[src/rtl/sram_stream_fifo_ctrl_pkg.sv]
// sram_stream_fifo_ctrl_pkg: shared widths and types for the SRAM-backed stream FIFO
package sram_stream_fifo_ctrl_pkg;
  localparam int DATA_W = 32;
  localparam int ADDR_W = 8;
  localparam int DEPTH = 1 << ADDR_W;
  function automatic int ptr_w(input int aw);
    return aw + 1;
  endfunction
  localparam int PTR_W = ptr_w(ADDR_W);
  localparam int LVL_W = ADDR_W + 2;
  typedef logic [DATA_W-1:0] word_t;
  typedef logic [PTR_W-1:0] ptr_t;
  typedef logic [LVL_W-1:0] lvl_t;
  typedef logic [ADDR_W-1:0] addr_t;
endpackage

[src/rtl/sram_stream_fifo_ctrl_if.sv]
// sram_stream_fifo_ctrl_if: stream handshake and SRAM wrapper port bundle
interface sram_stream_fifo_ctrl_if;
  import sram_stream_fifo_ctrl_pkg::*;
  logic flush;
  logic in_valid;
  logic in_ready;
  word_t in_data;
  logic out_valid;
  logic out_ready;
  word_t out_data;
  lvl_t level;
  logic mem_W0_en;
  addr_t mem_W0_addr;
  word_t mem_W0_data;
  logic mem_R0_en;
  addr_t mem_R0_addr;
  word_t mem_R0_data;
  modport slave (
    input flush, in_valid, in_data, out_ready, mem_R0_data,
    output in_ready, out_valid, out_data, level,
    output mem_W0_en, mem_W0_addr, mem_W0_data, mem_R0_en, mem_R0_addr
  );
  modport master (
    output flush, in_valid, in_data, out_ready, mem_R0_data,
    input in_ready, out_valid, out_data, level,
    input mem_W0_en, mem_W0_addr, mem_W0_data, mem_R0_en, mem_R0_addr
  );
endinterface

[src/rtl/sram_stream_obuf.sv]
// sram_stream_obuf: 2-entry head-first output buffer absorbing the SRAM read latency
module sram_stream_obuf
  import sram_stream_fifo_ctrl_pkg::*;
(
  input  logic       clk,
  input  logic       rst_n,
  input  logic       i_flush,
  input  logic       i_push,
  input  logic       i_pop,
  input  word_t      i_data,
  output logic       o_valid,
  output word_t      o_data,
  output logic [1:0] o_count,
  output logic [1:0] o_count_nxt
);
  word_t r_m0, r_m1, w_m0, w_m1;
  logic [1:0] r_count, w_idx;
  always_comb begin
    w_idx = r_count - {1'b0, i_pop};
    w_m0 = (i_push && w_idx == 2'd0) ? i_data : i_pop ? r_m1 : r_m0;
    w_m1 = (i_push && w_idx == 2'd1) ? i_data : r_m1;
    o_count_nxt = i_flush ? 2'd0 : r_count + {1'b0, i_push} - {1'b0, i_pop};
  end
  always_ff @(posedge clk or negedge rst_n) begin
    if (!rst_n) begin
      r_m0 <= '0;
      r_m1 <= '0;
      r_count <= '0;
    end else begin
      r_m0 <= w_m0;
      r_m1 <= w_m1;
      r_count <= o_count_nxt;
    end
  end
  assign o_valid = r_count != 2'd0;
  assign o_data = r_m0;
  assign o_count = r_count;
endmodule

[src/rtl/sram_stream_fifo_ctrl.sv]
// sram_stream_fifo_ctrl: valid/ready FIFO over a 256x32 dual-port SRAM wrapper
module sram_stream_fifo_ctrl
  import sram_stream_fifo_ctrl_pkg::*;
(
  input logic clk,
  input logic rst_n,
  sram_stream_fifo_ctrl_if.slave bus
);
  ptr_t r_wr_ptr, r_rd_ptr, w_wr_nxt, w_rd_nxt, w_count, w_count_nxt;
  logic r_inflight, w_in_ready, w_wr, w_issue, w_pop, w_push, w_out_valid;
  logic [1:0] w_ob_count, w_ob_count_nxt;
  logic [2:0] w_occ;
  word_t w_out_data;
  lvl_t r_level;
  // Reads only see the registered write pointer, so a word is never read in its write cycle
  always_comb begin
    w_count = r_wr_ptr - r_rd_ptr;
    w_in_ready = rst_n && !bus.flush && w_count < PTR_W'(DEPTH);
    w_wr = bus.in_valid && w_in_ready;
    w_pop = w_out_valid && bus.out_ready;
    w_occ = 3'(w_ob_count) + 3'(r_inflight) - 3'(w_pop);
    w_issue = w_count != '0 && !bus.flush && w_occ < 3'd2;
    w_push = r_inflight && !bus.flush;
    w_wr_nxt = r_wr_ptr + PTR_W'(w_wr);
    w_rd_nxt = bus.flush ? r_wr_ptr : r_rd_ptr + PTR_W'(w_issue);
    w_count_nxt = w_wr_nxt - w_rd_nxt;
  end
  always_ff @(posedge clk or negedge rst_n) begin
    if (!rst_n) begin
      r_wr_ptr <= '0;
      r_rd_ptr <= '0;
      r_inflight <= 1'b0;
      r_level <= '0;
    end else begin
      r_wr_ptr <= w_wr_nxt;
      r_rd_ptr <= w_rd_nxt;
      r_inflight <= w_issue;
      r_level <= LVL_W'(w_count_nxt) + LVL_W'(w_issue) + LVL_W'(w_ob_count_nxt);
    end
  end
  sram_stream_obuf u_obuf (
    .clk(clk),
    .rst_n(rst_n),
    .i_flush(bus.flush),
    .i_push(w_push),
    .i_pop(w_pop),
    .i_data(bus.mem_R0_data),
    .o_valid(w_out_valid),
    .o_data(w_out_data),
    .o_count(w_ob_count),
    .o_count_nxt(w_ob_count_nxt)
  );
  assign bus.in_ready = w_in_ready;
  assign bus.out_valid = w_out_valid;
  assign bus.out_data = w_out_data;
  assign bus.level = r_level;
  assign bus.mem_W0_en = w_wr;
  assign bus.mem_W0_addr = r_wr_ptr[ADDR_W-1:0];
  assign bus.mem_W0_data = bus.in_data;
  assign bus.mem_R0_en = w_issue;
  assign bus.mem_R0_addr = r_rd_ptr[ADDR_W-1:0];
endmodule

[src/flat_wrapper.sv]
// flat-port wrapper written by rule: the top's interface ports become plain ports
module sram_stream_fifo_ctrl_flat import sram_stream_fifo_ctrl_pkg::*;
  (clk, rst_n, bus_flush, bus_in_valid, bus_in_data, bus_out_ready, bus_mem_R0_data, bus_in_ready, bus_out_valid, bus_out_data, bus_level, bus_mem_W0_en, bus_mem_W0_addr, bus_mem_W0_data, bus_mem_R0_en, bus_mem_R0_addr);
  sram_stream_fifo_ctrl_if bus_i ();
  input logic clk;
  input logic rst_n;
  input wire logic [$bits(bus_i.flush)-1:0] bus_flush;
  input wire logic [$bits(bus_i.in_valid)-1:0] bus_in_valid;
  input wire logic [$bits(bus_i.in_data)-1:0] bus_in_data;
  input wire logic [$bits(bus_i.out_ready)-1:0] bus_out_ready;
  input wire logic [$bits(bus_i.mem_R0_data)-1:0] bus_mem_R0_data;
  output wire logic [$bits(bus_i.in_ready)-1:0] bus_in_ready;
  output wire logic [$bits(bus_i.out_valid)-1:0] bus_out_valid;
  output wire logic [$bits(bus_i.out_data)-1:0] bus_out_data;
  output wire logic [$bits(bus_i.level)-1:0] bus_level;
  output wire logic [$bits(bus_i.mem_W0_en)-1:0] bus_mem_W0_en;
  output wire logic [$bits(bus_i.mem_W0_addr)-1:0] bus_mem_W0_addr;
  output wire logic [$bits(bus_i.mem_W0_data)-1:0] bus_mem_W0_data;
  output wire logic [$bits(bus_i.mem_R0_en)-1:0] bus_mem_R0_en;
  output wire logic [$bits(bus_i.mem_R0_addr)-1:0] bus_mem_R0_addr;
  assign bus_i.flush = bus_flush;
  assign bus_i.in_valid = bus_in_valid;
  assign bus_i.in_data = bus_in_data;
  assign bus_i.out_ready = bus_out_ready;
  assign bus_i.mem_R0_data = bus_mem_R0_data;
  assign bus_in_ready = bus_i.in_ready;
  assign bus_out_valid = bus_i.out_valid;
  assign bus_out_data = bus_i.out_data;
  assign bus_level = bus_i.level;
  assign bus_mem_W0_en = bus_i.mem_W0_en;
  assign bus_mem_W0_addr = bus_i.mem_W0_addr;
  assign bus_mem_W0_data = bus_i.mem_W0_data;
  assign bus_mem_R0_en = bus_i.mem_R0_en;
  assign bus_mem_R0_addr = bus_i.mem_R0_addr;
  sram_stream_fifo_ctrl u_core (.clk(clk), .rst_n(rst_n), .bus(bus_i));
endmodule
[config.mk]
export PLATFORM = sky130hd
export DESIGN_NAME = sram_stream_fifo_ctrl_flat
export DESIGN_NICKNAME = d
export VERILOG_FILES = /design/src/rtl/sram_stream_fifo_ctrl_pkg.sv /design/src/rtl/sram_stream_fifo_ctrl_if.sv /design/src/rtl/sram_stream_obuf.sv /design/src/rtl/sram_stream_fifo_ctrl.sv /design/src/flat_wrapper.sv
export SDC_FILE = /design/constraint.sdc
export NUM_CORES = 1
export LEC_CHECK = 0
export ABC_AREA = 1
export ABC_CLOCK_PERIOD_IN_PS = 7700
export CAP_MARGIN = 20
export CORE_MARGIN = 8
export CORE_UTILIZATION = 45
export CTS_BUF_LIST = sky130_fd_sc_hd__clkbuf_4
export DETAILED_ROUTE_END_ITERATION = 8
export PLACE_DENSITY_LB_ADDON = 0.12
export SLEW_MARGIN = 25
export SYNTH_ARGS = -nofsm -noshare
export SYNTH_HDL_FRONTEND = slang
export SYNTH_HIERARCHICAL = 1
export SYNTH_SLANG_ARGS = --single-unit
[constraint.sdc]
create_clock -name clk -period 7.7 [get_ports clk]
set_input_delay 1.54 -clock clk [delete_from_list [all_inputs] [get_ports clk]]
set_output_delay 1.54 -clock clk [all_outputs]
set_load 0.01 [all_outputs]
==> metrics <==
syn avg cell area=7.60 um2; final wirelength=roughly 15,000 um; Met2 Wirelength=roughly 7000 um; ys flop type=dfrtp_1; Post-synth EDFFs=0; clk root buf=clkbuf_4; area of the multi-input gates=about 2600 um2; CTS tree=done; Starting Density=a little under half; max frequency=175 MHz; DRC=0; Die Span X=about 130 um; most common library cells after synthesis=nand2_1, nand3_1, dfrtp_1; Top Metal Used=met4; CP Class=in -> reg; highest-delay cell along the critical path=fa_1; pwr dens=about 370 nW/um2; Final Util=52.8%; IO buf count=98; setup TNS=0 ns; share of cells above drive strength 1=between 5 and 6%; total gr overflow=0; clock slew seen by the registers of the worst setup and hold paths=approximately 0.13 ns; Leak=between 3 and 4 nW; Filler Cell Count=about 1,200; placer congestion estimate=approximately 0.83; Top Ports=approximately 160; setup violators final=0; Routed WL per cell=approximately 15 um; Worst-Skew Late Latency=approximately 0.46 ns; DRT met1 WL=6250 um; worst path required time=~8 ns; post_cts resized=0; status=complete, no violations; Mapped Area=5820 um2; die area=between 15,000 and 20,000 um2; Max Cap Viol=0; share of Yosys cell area claimed by the top area cell type=between 40% and 50%; largest net degree at the start of global routing=just under 80; hold-fix buffer count after cts=0; Ys Warns=6; Slew headroom=about half; Seq/Total Area, Yosys=40.9%; ANT cells=0; Syn Nets=862; top-count cell post-synth=nand2_1; Pre-antenna DRT Iters=5; cells taking the most area after synthesis=dfrtp_1, nand2_1, nand3_1, buf_4, inv_1; CTS Buf Count=9; CTS sink cnt=95; Gate Count Post-Synth=766; initial antenna violation count=0; Worst-Margin Slew=between 0.7 and 0.8 ns; CTS HTree Levels=3; Hold Fails Final Rpt=0; via count=between 4,000 and 5,000; met3 WL post-DR=1080 um; min cycle time layout=roughly 5.7 ns; synth unique cells=34; Nets=898; hpwl dp=~10,000 um; post-CTS setup buffers=0; vias in the first global route=between 4,000 and 5,000; Slew Viols, Final=0; clk_skew=between 0.01 and 0.015 ns; drt via density=between 5 and 6; crit path DAT=between 6 and 7 ns; Overall Global Routing Usage=~18%; core region area=about 13,000 um2; Row Count=41; Register Area=between 2000 and 2500 um2; Crit Path Max Fanout=4; crit-path max cell delay=roughly 0.54 ns; worst min-delay path class=reg -> reg; Max IR drop VDD=139 uV; Seq cells post-synth=95; antenna viol nets, final=0; die span in y=around 130 um; Syn-to-layout area delta=14.6%; Final Cycle Share=between 70% and 80%; largest area contributor in the netlist=dfrtp_1; CP Cell Sequence=clkdlybuf4s50_1 -> nand2_1 -> inv_1 -> ha_1 -> or2_2 -> fa_1 -> nand3_1 -> nor2_1 -> nand2_1 -> inv_1 -> ha_1 -> ha_1 -> o21ai_0 -> inv_1 -> fa_1 -> fa_1 -> nor2_1 -> nand3_1 -> inv_1 -> nand3_1 -> nor2_1 -> nand3_1 -> nand2_1 -> nand2_1; CTS max path bufs=2; startpoint types=input port; RSZ-0062 raised after global routing=no; Initial DRC Count=slightly above 400; FFs w/ async S/R, synth=100%; global-route wire length before repair=24,000 um; Worst Setup End Kind=flip-flop
[registers in the layout, summed over array words and instances (netlist names)]
signal	cells
u_core/bus.level	10
u_core/u_obuf/o_data	32
u_core/r_rd_ptr	9
u_core/r_wr_ptr	9
u_core/r_inflight	1
u_core/u_obuf/r_m1	32
u_core/u_obuf/o_count	2
[layer usage]
metal	up-vias	global-route usage, %
met2	155	30.3
li1	2435	-
met5	-	0
met1	2334	21.4
met4	0	6.97
met3	24	4.32
[placed cells by master, fill, tap and decap left out, types with 2 or more instances in the layout]
master and instances:
nand4_1 10, clkdlybuf4s50_1 97, nand2_2 9, ha_1 23, fa_1 4, o21bai_1 3, o21ai_1 7, buf_4 3
a21oi_1 10, xor2_1 11, nand3_1 96, o21ai_0 32, inv_2 5, nor2_4 2, nand2_4 2, nor2_1 23
or2_2 3, dfrtp_1 95, clkbuf_4 10, nand2_1 240, nand3_2 6, nor3_1 2, clkinv_1 3, xnor2_1 4
inv_1 93
[worst paths after layout]
check | start | end | slack, ns | cells after the start
max | bus_out_ready | u_core/bus.level[8] | 1.98 | 24
min | u_core/u_obuf/r_m1[29] | u_core/u_obuf/r_m1[29] | 0.50 | 2
min in group asynchronous | rst_n | u_core/u_obuf/o_data[19] | 0.94 | 1
min reg2reg | u_core/u_obuf/r_m1[29] | u_core/u_obuf/r_m1[29] | 0.50 | 2
max in group asynchronous | rst_n | u_core/r_rd_ptr[5] | 5.75 | 2
max reg2reg | u_core/u_obuf/o_count[1] | u_core/bus.level[8] | 2.79 | 25
[report_power, final]
group / total (mW) / leakage [nW] / internal (mW) / switching, mW
Combinational: 1.34 / 2.27 / 0.580 / 0.760
Clock: 0.268 / 0.0690 / 0.0988 / 0.169
Sequential: 0.846 / 1.18 / 0.717 / 0.129
Total: 2.45 / 3.52 / 1.40 / 1.06
[per-stage QoR]
stage               std cells  area [um2]  setup slack [ns]  power, mW  hold WS (ns)
detailed placement        963        6540              1.50       2.21         0.475
global placement          963        6540              1.59       2.17         0.468
floorplan                 766        5820              2.22       1.75         0.453
finish                    978        6670              1.98       2.45         0.504
global route              978        6670              1.60       2.70         0.527
CTS                       978        6660              2.00       2.48         0.509
[final cells by class]
type	instances	share of cell area (%)
multi-input cells	496	38.6
flip-flops and latches	95	35.7
repair buffers	101	15.1
inverters	99	5.61
well taps	172	3.23
clock buffers	10	1.13
clock inverters	5	0.751
[worst max-delay path, delay by kind of cell]
family / cells / cell delay [ns]
adders and majority gates: 6 / 2.17
and+or+nand+nor: 12 / 1.24
buffers and inverters: 5 / 0.88
AOI/OAI and AO/OA: 1 / 0.23
[cells by family after synthesis]
kind of cell | after synthesis | synth area share, %
AO/OA/AOI/OAI | 56 | 5.12
flip-flops | 95 | 40.9
AND/OR/NAND/NOR | 397 | 30.2
adder cells (fa/ha/maj) | 27 | 6.32
buffers and inverters | 175 | 14.9
XOR/XNOR | 16 | 2.54
No activity file was read; power rests on OpenSTA's default activity.
